[src/rtl/traffic_light_monitor.sv]
// traffic_light_monitor
//   Independent safety checker for the four road light buses. Every clock it
//   checks each road for legal one-hot encoding, conflicting non-red roads,
//   legal R->G->Y->R sequencing and yellow/green/red dwell limits. The first
//   violation is latched as a sticky fault and mirrored on force_red so the
//   top level can override to all-red.
//
// Ports
//   clk          in   rising-edge clock
//   reset        in   synchronous, active-high
//   clear        in   acknowledge a latched fault (only honoured when all roads read red)
//   light_m1..4  in   [2:0] road lights: 100 red, 010 yellow, 001 green
//   armed        out  monitor is actively checking
//   fault        out  sticky violation flag
//   fault_code   out  [2:0] first violation code, 0 = none
//   fault_road   out  [1:0] offending road index (0..3 = m1..m4)
//   force_red    out  all-red override request, equal to fault
module traffic_light_monitor #(
  parameter int unsigned CNT_W      = 8,
  parameter int unsigned MIN_YELLOW = 2,
  parameter int unsigned MAX_YELLOW = 5,
  parameter int unsigned MAX_GREEN  = 10,
  parameter int unsigned MAX_RED    = 40,
  parameter logic [15:0] COMPAT     = 16'h0012
) (
  input  logic       clk,
  input  logic       reset,
  input  logic       clear,
  input  logic [2:0] light_m1,
  input  logic [2:0] light_m2,
  input  logic [2:0] light_m3,
  input  logic [2:0] light_m4,
  output logic       armed,
  output logic       fault,
  output logic [2:0] fault_code,
  output logic [1:0] fault_road,
  output logic       force_red
);

  localparam logic [2:0] RED = 3'b100;
  localparam logic [2:0] YEL = 3'b010;
  localparam logic [2:0] GRN = 3'b001;

  localparam logic [CNT_W-1:0] MIN_Y_C   = CNT_W'(MIN_YELLOW);
  localparam logic [CNT_W-1:0] MAX_Y_C   = CNT_W'(MAX_YELLOW);
  localparam logic [CNT_W-1:0] MAX_G_C   = CNT_W'(MAX_GREEN);
  localparam logic [CNT_W-1:0] MAX_R_C   = CNT_W'(MAX_RED);
  localparam logic [CNT_W-1:0] DWELL_SAT = '1;
  localparam logic [CNT_W-1:0] DWELL_ONE = CNT_W'(1);

  typedef enum logic [1:0] {IDLE, MONITOR, FAULT} state_e;

  state_e           state_q;
  logic             armed_q;
  logic             fault_q;
  logic [2:0]       code_q;
  logic [1:0]       road_q;
  logic [2:0]       prev_q  [4];
  logic [CNT_W-1:0] dwell_q [4];

  logic [2:0] light [4];
  logic [3:0] flag  [1:7];   // flag[code][road]
  logic       hit_d;
  logic [2:0] code_d;
  logic [1:0] road_d;
  logic       all_red;

  always_comb begin
    light[0] = light_m1;
    light[1] = light_m2;
    light[2] = light_m3;
    light[3] = light_m4;
  end

  always_comb begin
    for (int unsigned c = 1; c <= 7; c++) flag[c] = '0;
    all_red = 1'b1;
    for (int unsigned r = 0; r < 4; r++) begin
      if (light[r] != RED) all_red = 1'b0;
      if (!(light[r] == RED || light[r] == YEL || light[r] == GRN))
        flag[1][r] = 1'b1;
      // A conflicting pair is charged to its lower-indexed road.
      for (int unsigned j = r + 1; j < 4; j++)
        if (light[r] != RED && light[j] != RED && !COMPAT[r*4+j])
          flag[2][r] = 1'b1;
      if (light[r] != prev_q[r] &&
          !((prev_q[r] == RED && light[r] == GRN) ||
            (prev_q[r] == GRN && light[r] == YEL) ||
            (prev_q[r] == YEL && light[r] == RED)))
        flag[3][r] = 1'b1;
      if (prev_q[r] == YEL && light[r] == RED && dwell_q[r] < MIN_Y_C)
        flag[4][r] = 1'b1;
      if (prev_q[r] == YEL && light[r] == YEL && dwell_q[r] == MAX_Y_C)
        flag[5][r] = 1'b1;
      if (prev_q[r] == GRN && light[r] == GRN && dwell_q[r] == MAX_G_C)
        flag[6][r] = 1'b1;
      if (prev_q[r] == RED && light[r] == RED && dwell_q[r] == MAX_R_C)
        flag[7][r] = 1'b1;
    end
    // Lowest code first, then lowest road within that code.
    hit_d  = 1'b0;
    code_d = '0;
    road_d = '0;
    for (int unsigned c = 1; c <= 7; c++)
      for (int unsigned r = 0; r < 4; r++)
        if (!hit_d && flag[c][r]) begin
          hit_d  = 1'b1;
          code_d = 3'(c);
          road_d = 2'(r);
        end
  end

  always_ff @(posedge clk) begin
    if (reset) begin
      state_q <= IDLE;
      armed_q <= 1'b0;
      fault_q <= 1'b0;
      code_q  <= '0;
      road_q  <= '0;
      for (int unsigned r = 0; r < 4; r++) begin
        prev_q[r]  <= RED;
        dwell_q[r] <= '0;
      end
    end else begin
      case (state_q)
        IDLE: begin
          for (int unsigned r = 0; r < 4; r++) begin
            prev_q[r]  <= light[r];
            dwell_q[r] <= DWELL_ONE;
          end
          state_q <= MONITOR;
          armed_q <= 1'b1;
        end
        MONITOR: begin
          for (int unsigned r = 0; r < 4; r++) begin
            prev_q[r] <= light[r];
            if (light[r] != prev_q[r])
              dwell_q[r] <= DWELL_ONE;
            else if (dwell_q[r] != DWELL_SAT)
              dwell_q[r] <= dwell_q[r] + 1'b1;
          end
          if (hit_d) begin
            state_q <= FAULT;
            armed_q <= 1'b0;
            fault_q <= 1'b1;
            code_q  <= code_d;
            road_q  <= road_d;
          end
        end
        FAULT: begin
          if (clear && all_red) begin
            for (int unsigned r = 0; r < 4; r++) begin
              prev_q[r]  <= light[r];
              dwell_q[r] <= DWELL_ONE;
            end
            state_q <= MONITOR;
            armed_q <= 1'b1;
            fault_q <= 1'b0;
            code_q  <= '0;
            road_q  <= '0;
          end
        end
        default: state_q <= IDLE;
      endcase
    end
  end

  assign armed      = armed_q;
  assign fault      = fault_q;
  assign fault_code = code_q;
  assign fault_road = road_q;
  assign force_red  = fault_q;

endmodule

[config.mk]
export PLATFORM = sky130hd
export DESIGN_NAME = traffic_light_monitor
export DESIGN_NICKNAME = d
export VERILOG_FILES = /design/src/rtl/traffic_light_monitor.sv
export SDC_FILE = /design/constraint.sdc
export NUM_CORES = 1
export LEC_CHECK = 0
export CORE_MARGIN = 1
export CORE_UTILIZATION = 25
export CTS_CLUSTER_SIZE = 28
export DETAILED_ROUTE_END_ITERATION = 7
export HOLD_SLACK_MARGIN = 0.06
export PLACE_DENSITY_LB_ADDON = 0.15
export SKIP_LAST_GASP = 1
export SLEW_MARGIN = 20
export SYNTH_ARGS = -nofsm -noshare
export SYNTH_HDL_FRONTEND = slang
export SYNTH_SLANG_ARGS = --single-unit
export TNS_END_PERCENT = 1
[constraint.sdc]
create_clock -name clk -period 8.97 [get_ports clk]
set_clock_uncertainty 0.15 [all_clocks]
set_input_delay 1.794 -clock clk [delete_from_list [all_inputs] [get_ports clk]]
set_output_delay 1.794 -clock clk [all_outputs]
set_load 0.05 [all_outputs]
Yosys cells after proc, flatten, opt, wreduce, memory -nomap -nowiden:

Memories as Yosys holds them, arrays and structs flattened.
Index checks and enable logic that the tools add are counted.

* register bits after elaboration: 9
* bits in latches: 0
* memory bits (writable): 44
* bits in read-only memories: 0
* input bits: 15
* output and inout bits: 8
* word-level logic and storage cells: 425
* memories kept: 2

Memory list
* dwell_q: depth 4, bits a word 8, read ports 4, clocked after Yosys merged registers in 0, wr ports 4, line 59 `logic [CNT_W-1:0] dwell_q [4];`
* prev_q: depth 4, bits a word 3, read ports 4, clocked after Yosys merged registers in 0, wr ports 4, line 58 `logic [2:0] prev_q [4];`

* add/subtract/negate cells: 4
* $mul: 0
* div/mod/pow operators: 0
* $lt $le $gt $ge: 4
* equality and inequality tests: 52
* shifts and indexed selects: 0
* multiplexer cells: 203
* bitwise operators: 28
* reductions and logical operators: 127

Operator list (count)
* 2-to-1 mux 8 bit: 16
* 2-to-1 mux 3 bit: 40
* 2-to-1 mux 1 bit: 113
* logical AND 1 bit: 76
* 2-to-1 mux 2 bit: 29
* adder 8 x 1 -> 8 bit, second input constant: 4
* == test 8 x 3 -> 1 bit, second input constant: 4
* == test 8 x 4 -> 1 bit, second input constant: 4
* == test 8 x 6 -> 1 bit, second input constant: 4
* < comparator 8 x 2 -> 1 bit, second input constant: 4
* != test 8 bit, second input constant: 4
* zero test 1 bit: 29
* OR 1 bit: 28
* == test 3 x 1 -> 1 bit, second input constant: 8
* == test 3 x 2 -> 1 bit, second input constant: 8
* == test 3 bit, second input constant: 8
* logical OR 1 bit: 16
* != test 3 bit: 4
* != test 3 bit, second input constant: 4
* one-hot mux 2 bit (3 select lines): 1
* one-hot mux 3 bit (2 select lines): 1
* AND reduction 3 bit: 2
* != test 2 bit, second input constant: 2
* one-hot mux 2 bit (2 select lines): 1
* 8 further kinds: 8

Logic depth before layout (Yosys ltp):

Gate-level depths: netlist of run 1.

* word-level depth: 83
* gate-level depth with buffers: 11
* mapped depth without buffers: 10

Least setup slack after synthesis of run 1:

OpenSTA, ideal clock, no wires.

* path kind: input-to-reg
* start point: input port light_m4[2]
* end point: register road_q[0], in the netlist fault_road[0]
* setup time: 0.117 ns
* data arrival time: 3.900 ns
* data required time: 8.703 ns
* path slack: 4.802 ns
* cell stages on the path: 9
* buffers on the path: 2
* path through: buf_2 > or3b_1 > or4b_1 > nand3_2 > nand4_2 > nand3b_4 > or3_1 > buf_6 > a32o_2

* word-level cells in the longest chain between the ends: 77
* elaborated cells between the ends (all ways): 135
* those cells by class: eq/ne (7); mux (60); reduce/logical (68)

RTL lines
* from (decl): line 32 `input logic [2:0] light_m4,`
* == test 3 bit or == test 3 x 2 -> 1 bit (tied branches)
* logical OR 1 bit (2 in series): line 80 `if (!(light[r] == RED || light[r] == YEL || light[r] == GRN))`
* 2-to-1 mux 1 bit: line 80
* logical AND 1 bit: line 106 `if (!hit_d && flag[c][r]) begin`
* 2-to-1 mux 1 bit: line 106
* zero test 1 bit: line 106
* logical AND 1 bit: line 106
* 2-to-1 mux 1 bit: line 106
* [60 not listed]
* zero test 1 bit: line 106
* logical AND 1 bit: line 106
* 2-to-1 mux 1 bit: line 106
* zero test 1 bit: line 106
* logical AND 1 bit: line 106
* 2-to-1 mux 2 bit or 2-to-1 mux 1 bit (tied branches): line 106
* 2-to-1 mux 2 bit or != test 2 bit (tied branches)
* one-hot mux 2 bit (2 select lines) or AND reduction 3 bit (tied branches)
* to (signal assigned): line 147 `road_q <= road_d;`
* to (decl): line 57 `logic [1:0] road_q;`

Parallel ways exist; a longest one is shown, timed or not. The select of a mux whose other input is x is not followed.
A chain may end at the register's enable or synchronous reset.

==> results of run 1 <==
-- layout make-up --
| class | instances | area (sq um) | share of cell area, % |
|---|---|---|---|
| Clock buffer | 6 | 129 | 2.82 |
| Inverter | 17 | 63.8 | 1.40 |
| Clock inverter | 2 | 33.8 | 0.740 |
| Timing Repair Buffer | 22 | 220 | 4.82 |
| Sequential cell | 53 | 1420 | 31.1 |
| Tap cell | 216 | 270 | 5.92 |
| Multi-Input combinational cell | 364 | 2430 | 53.2 |
-- how the worst max path moves through the flow --
stage               endpoint        start  slack, ns  depth (start not counted)
2_1_floorplan  fault_road[0]  light_m4[2]       4.80                          9
3_3_place_gp   fault_road[0]  light_m3[2]       3.89                          8
3_5_place_dp    prev_q[1][2]  light_m3[2]       3.89                          7
4_1_cts        dwell_q[3][4]  light_m3[2]       4.22                          8
5_1_grt         prev_q[0][2]  light_m3[2]       3.97                          7
6_report       dwell_q[3][4]  light_m3[2]       4.23                          8
-- flip-flops by register name, indices dropped and copies added (netlist names) --
| name | flops |
|---|---|
| fault_code | 3 |
| prev_q | 12 |
| state_q | 2 |
| dwell_q | 32 |
| armed | 1 |
| fault_road | 2 |
| fault | 1 |
-- cells by family (layout without fill, tap and decap cells) --
| group | count (synthesis) | count (layout) | synth area share (%) |
|---|---|---|---|
| buffers and inverters | 41 | 47 | 4.76 |
| flip-flops | 53 | 53 | 35.1 |
| XOR/XNOR | 34 | 34 | 7.36 |
| adder cells (fa/ha/maj) | 16 | 16 | 4.95 |
| AND/OR/NAND/NOR | 239 | 239 | 35.2 |
| AO/OA/AOI/OAI | 75 | 75 | 12.6 |
-- worst max-delay path: cells and delay by family --
family / cells / cell delay [ns]
buf+inv: 1 / 0.67
compound gates: 1 / 0.22
simple gates: 6 / 1.87
-- cell usage in the layout (no fill, tap or decap), types with 6 or more instances in the layout --
cell	instances
ha_1	16
a21oi_1	18
nand4_1	18
and2_1	13
nor4b_1	7
xor2_1	10
o21ai_0	25
inv_1	17
nor4bb_1	15
nand3_1	24
nor3_1	17
clkdlybuf4s50_1	22
nand2_1	28
xnor2_1	24
dfxtp_1	17
edfxtp_1	36
nand3b_1	7
and3_1	8
nor2b_1	6
nand2b_1	11
nor2_1	48
-- synthesized netlist by cell type, drive strengths merged, types with 2 or more instances --
master	number
nor2	48
edfxtp	36
nand2	28
nand3	25
o21ai	25
xnor2	24
a21oi	20
nand4	19
nor3	18
dfxtp	17
inv	17
ha	16
nor4bb	15
and2	14
buf	13
clkbuf	11
nand2b	11
xor2	10
and3	8
nand3b	8
nor4b	7
nor2b	6
nor3b	6
nor4	5
or3	5
a211oi	4
and4b	4
o31ai	4
a31oi	3
o2bb2ai	3
or2	3
or3b	3
and3b	2
o311ai	2
or4b	2
-- layer usage --
metal | GRT usage [%] | vias to the layer above | part of all wire (%)
met5 | 0 | - | 0
met4 | 3.88 | 0 | 1.2
met3 | 2.77 | 8 | 2.6
met2 | 22.8 | 42 | 48
met1 | 18.3 | 1549 | 48
li1 | - | 1690 | -
-- power groups by stage --
stage                     logic (W)  clock network (W)  registers [W]
after floorplan           0.0000959                  0       0.000319
after global placement     0.000132                  0       0.000327
after detailed placement   0.000132                  0       0.000326
after CTS                  0.000133           0.000234       0.000321
after global routing       0.000148           0.000238       0.000326
final                      0.000132           0.000224       0.000321
-- metrics by stage --
step / worst slack, ns / instance area, sq um / util (%) / std cells
3_3_place_gp: 3.89 / 4410 / 27.8 / 672
4_1_cts: 4.22 / 4570 / 28.9 / 680
6_report: 4.23 / 4570 / 28.9 / 680
2_1_floorplan: 4.80 / 4040 / - / 458
3_5_place_dp: 3.89 / 4410 / 27.8 / 672
5_1_grt: 3.97 / 4570 / 28.9 / 680
==> results.md, run 1 <==
- Post-synth cell types: between 60 and 70
- LEAKAGE: between 1.5 and 2 nW
- Syn Nets: 489
- Synth top area cells: edfxtp_1 27%, dfxtp_1 8.4%, xnor2_1 5.2%
- CP max stage delay: 0.67 ns
- Htree depth: 2
- R2R depth: 8
- Relative slew slack: 32.7%
- Filler cells: 1686
- Share of the synthesized area in the top cell type: 26.7%
- 1st-iter DRT viols: ~230
- Global-route wire length before repair: 17700 um
- Reg2reg end: fault_road[0]
- RSZ-0062 raised after global routing: no
- Setup bufs post-CTS: 0
- Post-route ant nets: 0
- GPL Wtd Cong: 0.881
- Drc violations: 0
- Reg power frac: 47.5%
- Die X: between 100 and 150 um
- Drt total wl: between 10000 and 15000 um
- Final slew viol count: 0
- Die H: 129 um
- CP cell instances: clkdlybuf4s50_1 > or3b_4 > nor3_2 > nand3_1 > or2_2 > nand2b_1 > a21boi_0 > nand2_1
- Die Footprint: 16700 sq um
- Setup tns final: 0 ns
- Hold Path Stages: 1
- Number of flops mapped to enable cells by yosys: 36
- Clock Power Share: 33.1%
- Synth Warn #: 0
- Overall Global Routing Usage: 13.9%
- Sw frac: just over 30%
- Leading area contributor after synthesis: edfxtp_1
- Nets@finish: 494
- Kind of critical path: in -> reg
- Worst r2r src: dwell_q[2][4]
- IO Count: 23
- Final period utilization: 52.8%
- Sw power: 0.000205 W
- Total core area: 15800 sq um
- Max rail drop VDD: 0.0000709 V
- Via count: 3289
- Layout Area Growth over Synthesis: 13.0%
- Initial core utilization: between 20% and 30%
- Ys flop type: edfxtp_1
- R2r setup slk: 5.81 ns
- CP Capture Type: flop
- CP max FO: 10
- Register area share after synthesis: 35.1%
- WHS Endpoint: fault_code[1]
- CTS tree: yes
- Skew-Pair Late Insertion Delay: 0.30 ns
- Fin crit period: 4.74 ns
- Hold-fix buffers, CTS: 0
- Total power density per cell area: 148 nW/um^2
- WHS: about 0.32 ns
- Hold Violations, Final: 0
- Global route total overflow: 0
- TritonCTS Buffers: 5
- Final setup viols: 0
- Port buffer count: 22
- Routed vias/inst: roughly 4.8
- Clock Tree Buf Depth: 2
- Hpwl dp: 8340 um
- #FFs+latches synth: 53
- Layout cell share with drive strength beyond 1: 4.96%
- Logic pwr share: 19.4%
- Post-Syn Instances: 458
- Root Driver: clkbuf_16
- Avg Cell Area, Syn: 8.83 sq um
- Slowest CP cell: clkdlybuf4s50_1
- Wire per inst: 15.9 um
- FMAX: between 0.2 and 0.25 GHz
- WP data arrival: 4.56 ns
- Internal cell power: 0.000472 W
- Rows: 46
- CP Launch Type: input pin
- Cell Area, Synth: 4040 sq um
- Worst hold-check path type: reg -> reg
- Number of global-route vias before repair: 3235
- Min-delay src: fault_code[1]
- Slew @ Worst Pin: 1.01 ns
- Antenna Cells: 0
- Clk sinks: 53
- Initial antenna violation count: 0
- CP required: 8.79 ns
- Post-CTS resize count: 0
- DRT Pass-1 Iters: 6
- Total power: 0.000677 W
- Ys async rst share: 0%
- Max-cap violations: 0
- Clock transition at path regs: 0.07 ns
- Status: finished clean
- Largest net degree at the start of global routing: 17
Note: power is estimated with default switching activity, not from simulation.
==> run 2, diff against run 1 <==
==> constraint.sdc (replaced) <==
create_clock -name clk -period 4.65 [get_ports clk]
set_clock_uncertainty 0.15 [all_clocks]
set_input_delay 0.93 -clock clk [delete_from_list [all_inputs] [get_ports clk]]
set_output_delay 0.93 -clock clk [all_outputs]
set_load 0.05 [all_outputs]
==> results.md, run 2 (synthesized netlist as in run 1, its figures left out) <==
- TritonCTS Buffers: 5 (unchanged)
- Post-CTS resize count: 0 (unchanged)
- Reg2reg end: fault_road[0]
- CP bufs+invs: 1 (unchanged)
- Hold Violations, Final: 0 (unchanged)
- GPL Wtd Cong: 0.850 (-3.5%)
- Largest Register: dwell_q
- Clk sinks: 53 (unchanged)
- Slew @ Worst Pin: 0.599 ns (-0.411 ns)
- Total core area: 15800 sq um (unchanged)
- Status: finished clean
- Cell Area, Placed: 4490 sq um (+1.9%)
- WHS Endpoint: fault_code[0]
- Hpwl dp: 8370 um (+0.39%)
- Drc violations: 0 (unchanged)
- CP Launch Type: input pin
- Nets@finish: 505 (+2.2%)
- R2r setup slk: 1.57 ns (-4.24 ns)
- Global route total overflow: 0 (unchanged)
- Routed vias/inst: 4.87 (+0.62%)
- Final period utilization: 82.0%
- Max rail drop VDD: 0.000119 V (+68%)
- Slowest CP cell: clkdlybuf4s50_1
- Commonest non-fill, non-tap cell in the layout: nor2_1
- Max-cap violations: 0 (unchanged)
- Sw power: 0.000389 W (+90%)
- Layout Area Growth over Synthesis: 14.4%
- CTS tree: yes
- 1st-iter DRT viols: 172 (-24%)
- FMAX: between 0.2 and 0.3 GHz
- Final slew viol count: 0 (unchanged)
- Wire per inst: 15.6 um (-2.1%)
- Drt total wl: 10800 um (-0.47%)
- CP required: 4.47 ns (-4.32 ns)
- Clock Power Share: 29.8% (-3.3 points)
- Skew-Pair Late Insertion Delay: 0.30 ns (about the same)
- Via count: 3363 (+2.2%)
- RSZ-0062 raised after global routing: no
- Largest register FFs: 32 (unchanged)
- Global-route wire length before repair: 17300 um (-2.2%)
- Post-route ant nets: 0 (unchanged)
- Clock Tree Buf Depth: 2 (unchanged)
- Internal cell power: 0.000865 W (+83%)
- Min-delay src: fault_code[0]
- Most frequent cells in the layout: 48 x nor2_1, 36 x edfxtp_1, 28 x nand2_1
- Worst r2r src: dwell_q[2][4]
- Clock transition at path regs: 0.07 ns (about the same)
- Crit path max-delay family: simple AND/OR/NAND/NOR gates
- Die X: 129 um (unchanged)
- Fin crit period: 3.81 ns
- CP max stage delay: 0.66 ns (about the same)
- Total power density per cell area: 271 nW/um^2 (+83%)
- Final setup viols: 0 (unchanged)
- Setup tns final: 0 ns (unchanged)
- R2R depth: 8 (unchanged)
- Sw frac: 31.0% (+0.72 points)
- Total power: 0.00125 W (+85%)
- Hold-fix buffers, CTS: 0 (unchanged)
- DRT Pass-1 Iters: 4 (-2)
- IO Count: 23 (unchanged)
- Port buffer count: 22 (unchanged)
- Rows: 46 (unchanged)
- Worst hold-check path type: reg -> reg
- Die Footprint: 16700 sq um (unchanged)
- Initial core utilization: 25.5% (unchanged)
- Htree depth: 2 (unchanged)
- Root Driver: clkbuf_16
- CP Capture Type: flop
- Reg power frac: 49.4% (+1.9 points)
- Relative slew slack: 59.8% (+27 points)
- Hold Path Stages: 1 (unchanged)
- Kind of critical path: in -> reg
- Filler cells: 1675 (-0.65%)
- Die H: 129 um (unchanged)
- Logic pwr share: 20.9% (+1.5 points)
- Number of global-route vias before repair: 3240 (+0.15%)
- Antenna Cells: 0 (unchanged)
- CP cell instances: clkdlybuf4s50_1 > or3b_4 > nor3_2 > nand3_1 > or2_2 > nand2b_1 > a21boi_0 > nand2_1
- WP data arrival: 3.63 ns (-0.93 ns)
- Setup bufs post-CTS: 0 (unchanged)
- Overall Global Routing Usage: 13.6% (-0.24 points)
- Initial antenna violation count: 0 (unchanged)
- Largest net degree at the start of global routing: 15 (-2)
- LEAKAGE: 1.62 nW (+2.6%)
- CP max FO: 10 (unchanged)
- Layout cell share with drive strength beyond 1: 6.95% (+2.0 points)
- Post-route cell area: 4620 sq um (+1.2%)
run 2: cell count changes in the layout (fill, tap and decap cells not counted):
cell	change
bufinv_16	-1
clkbuf_1	+2
buf_4	+11
clkinv_1	-1
run 2: area by class of cell:
type                    instances  area, sq um  share of cell area [%]
repair buffers                 33          303                    6.55
well taps                     216          270                    5.84
multi-input cells             364         2430                    52.5
flip-flops and latches         53         1420                    30.7
clock buffers                   8          136                    2.95
inverters                      17         63.8                    1.38
run 2: how the worst max path moves through the flow:
stage                startpoint             to  depth (start not counted)
floorplan           light_m4[2]  fault_road[0]                          9
global placement    light_m3[2]  dwell_q[3][2]                          8
detailed placement  light_m3[2]  dwell_q[3][3]                          8
CTS                 light_m3[2]  dwell_q[3][2]                          8
global route        light_m3[2]  dwell_q[3][4]                          8
finish              light_m3[2]  dwell_q[3][7]                          8
run 2: power groups by stage:
| stage | clock (W) | sequential [W] | combinational [W] |
|---|---|---|---|
| after floorplan | 0 | 0.000616 | 0.000185 |
| after global placement | 0 | 0.000630 | 0.000263 |
| after detailed placement | 0 | 0.000630 | 0.000262 |
| after CTS | 0.000386 | 0.000619 | 0.000264 |
| after global routing | 0.000402 | 0.000628 | 0.000291 |
| final | 0.000373 | 0.000619 | 0.000262 |
run 2: metrics by stage:
| stage | utilization (%) | cells | setup slack [ns] | hold slack [ns] |
|---|---|---|---|---|
| after floorplan | - | 458 | 1.35 | 0.325 |
| after global placement | 28.4 | 683 | 0.562 | 0.316 |
| after detailed placement | 28.4 | 683 | 0.492 | 0.322 |
| after CTS | 29.2 | 691 | 0.812 | 0.340 |
| after global routing | 29.2 | 691 | 0.621 | 0.357 |
| final | 29.2 | 691 | 0.838 | 0.334 |
run 2: per-layer routing:
| layer | share of wire (%) | global-route usage (%) | up-vias |
|---|---|---|---|
| met5 | 0 | 0 | - |
| met2 | 47 | 22.5 | 35 |
| li1 | - | - | 1710 |
| met3 | 3.7 | 2.64 | 9 |
| met1 | 48 | 17.9 | 1609 |
| met4 | 1.8 | 4.29 | 0 |
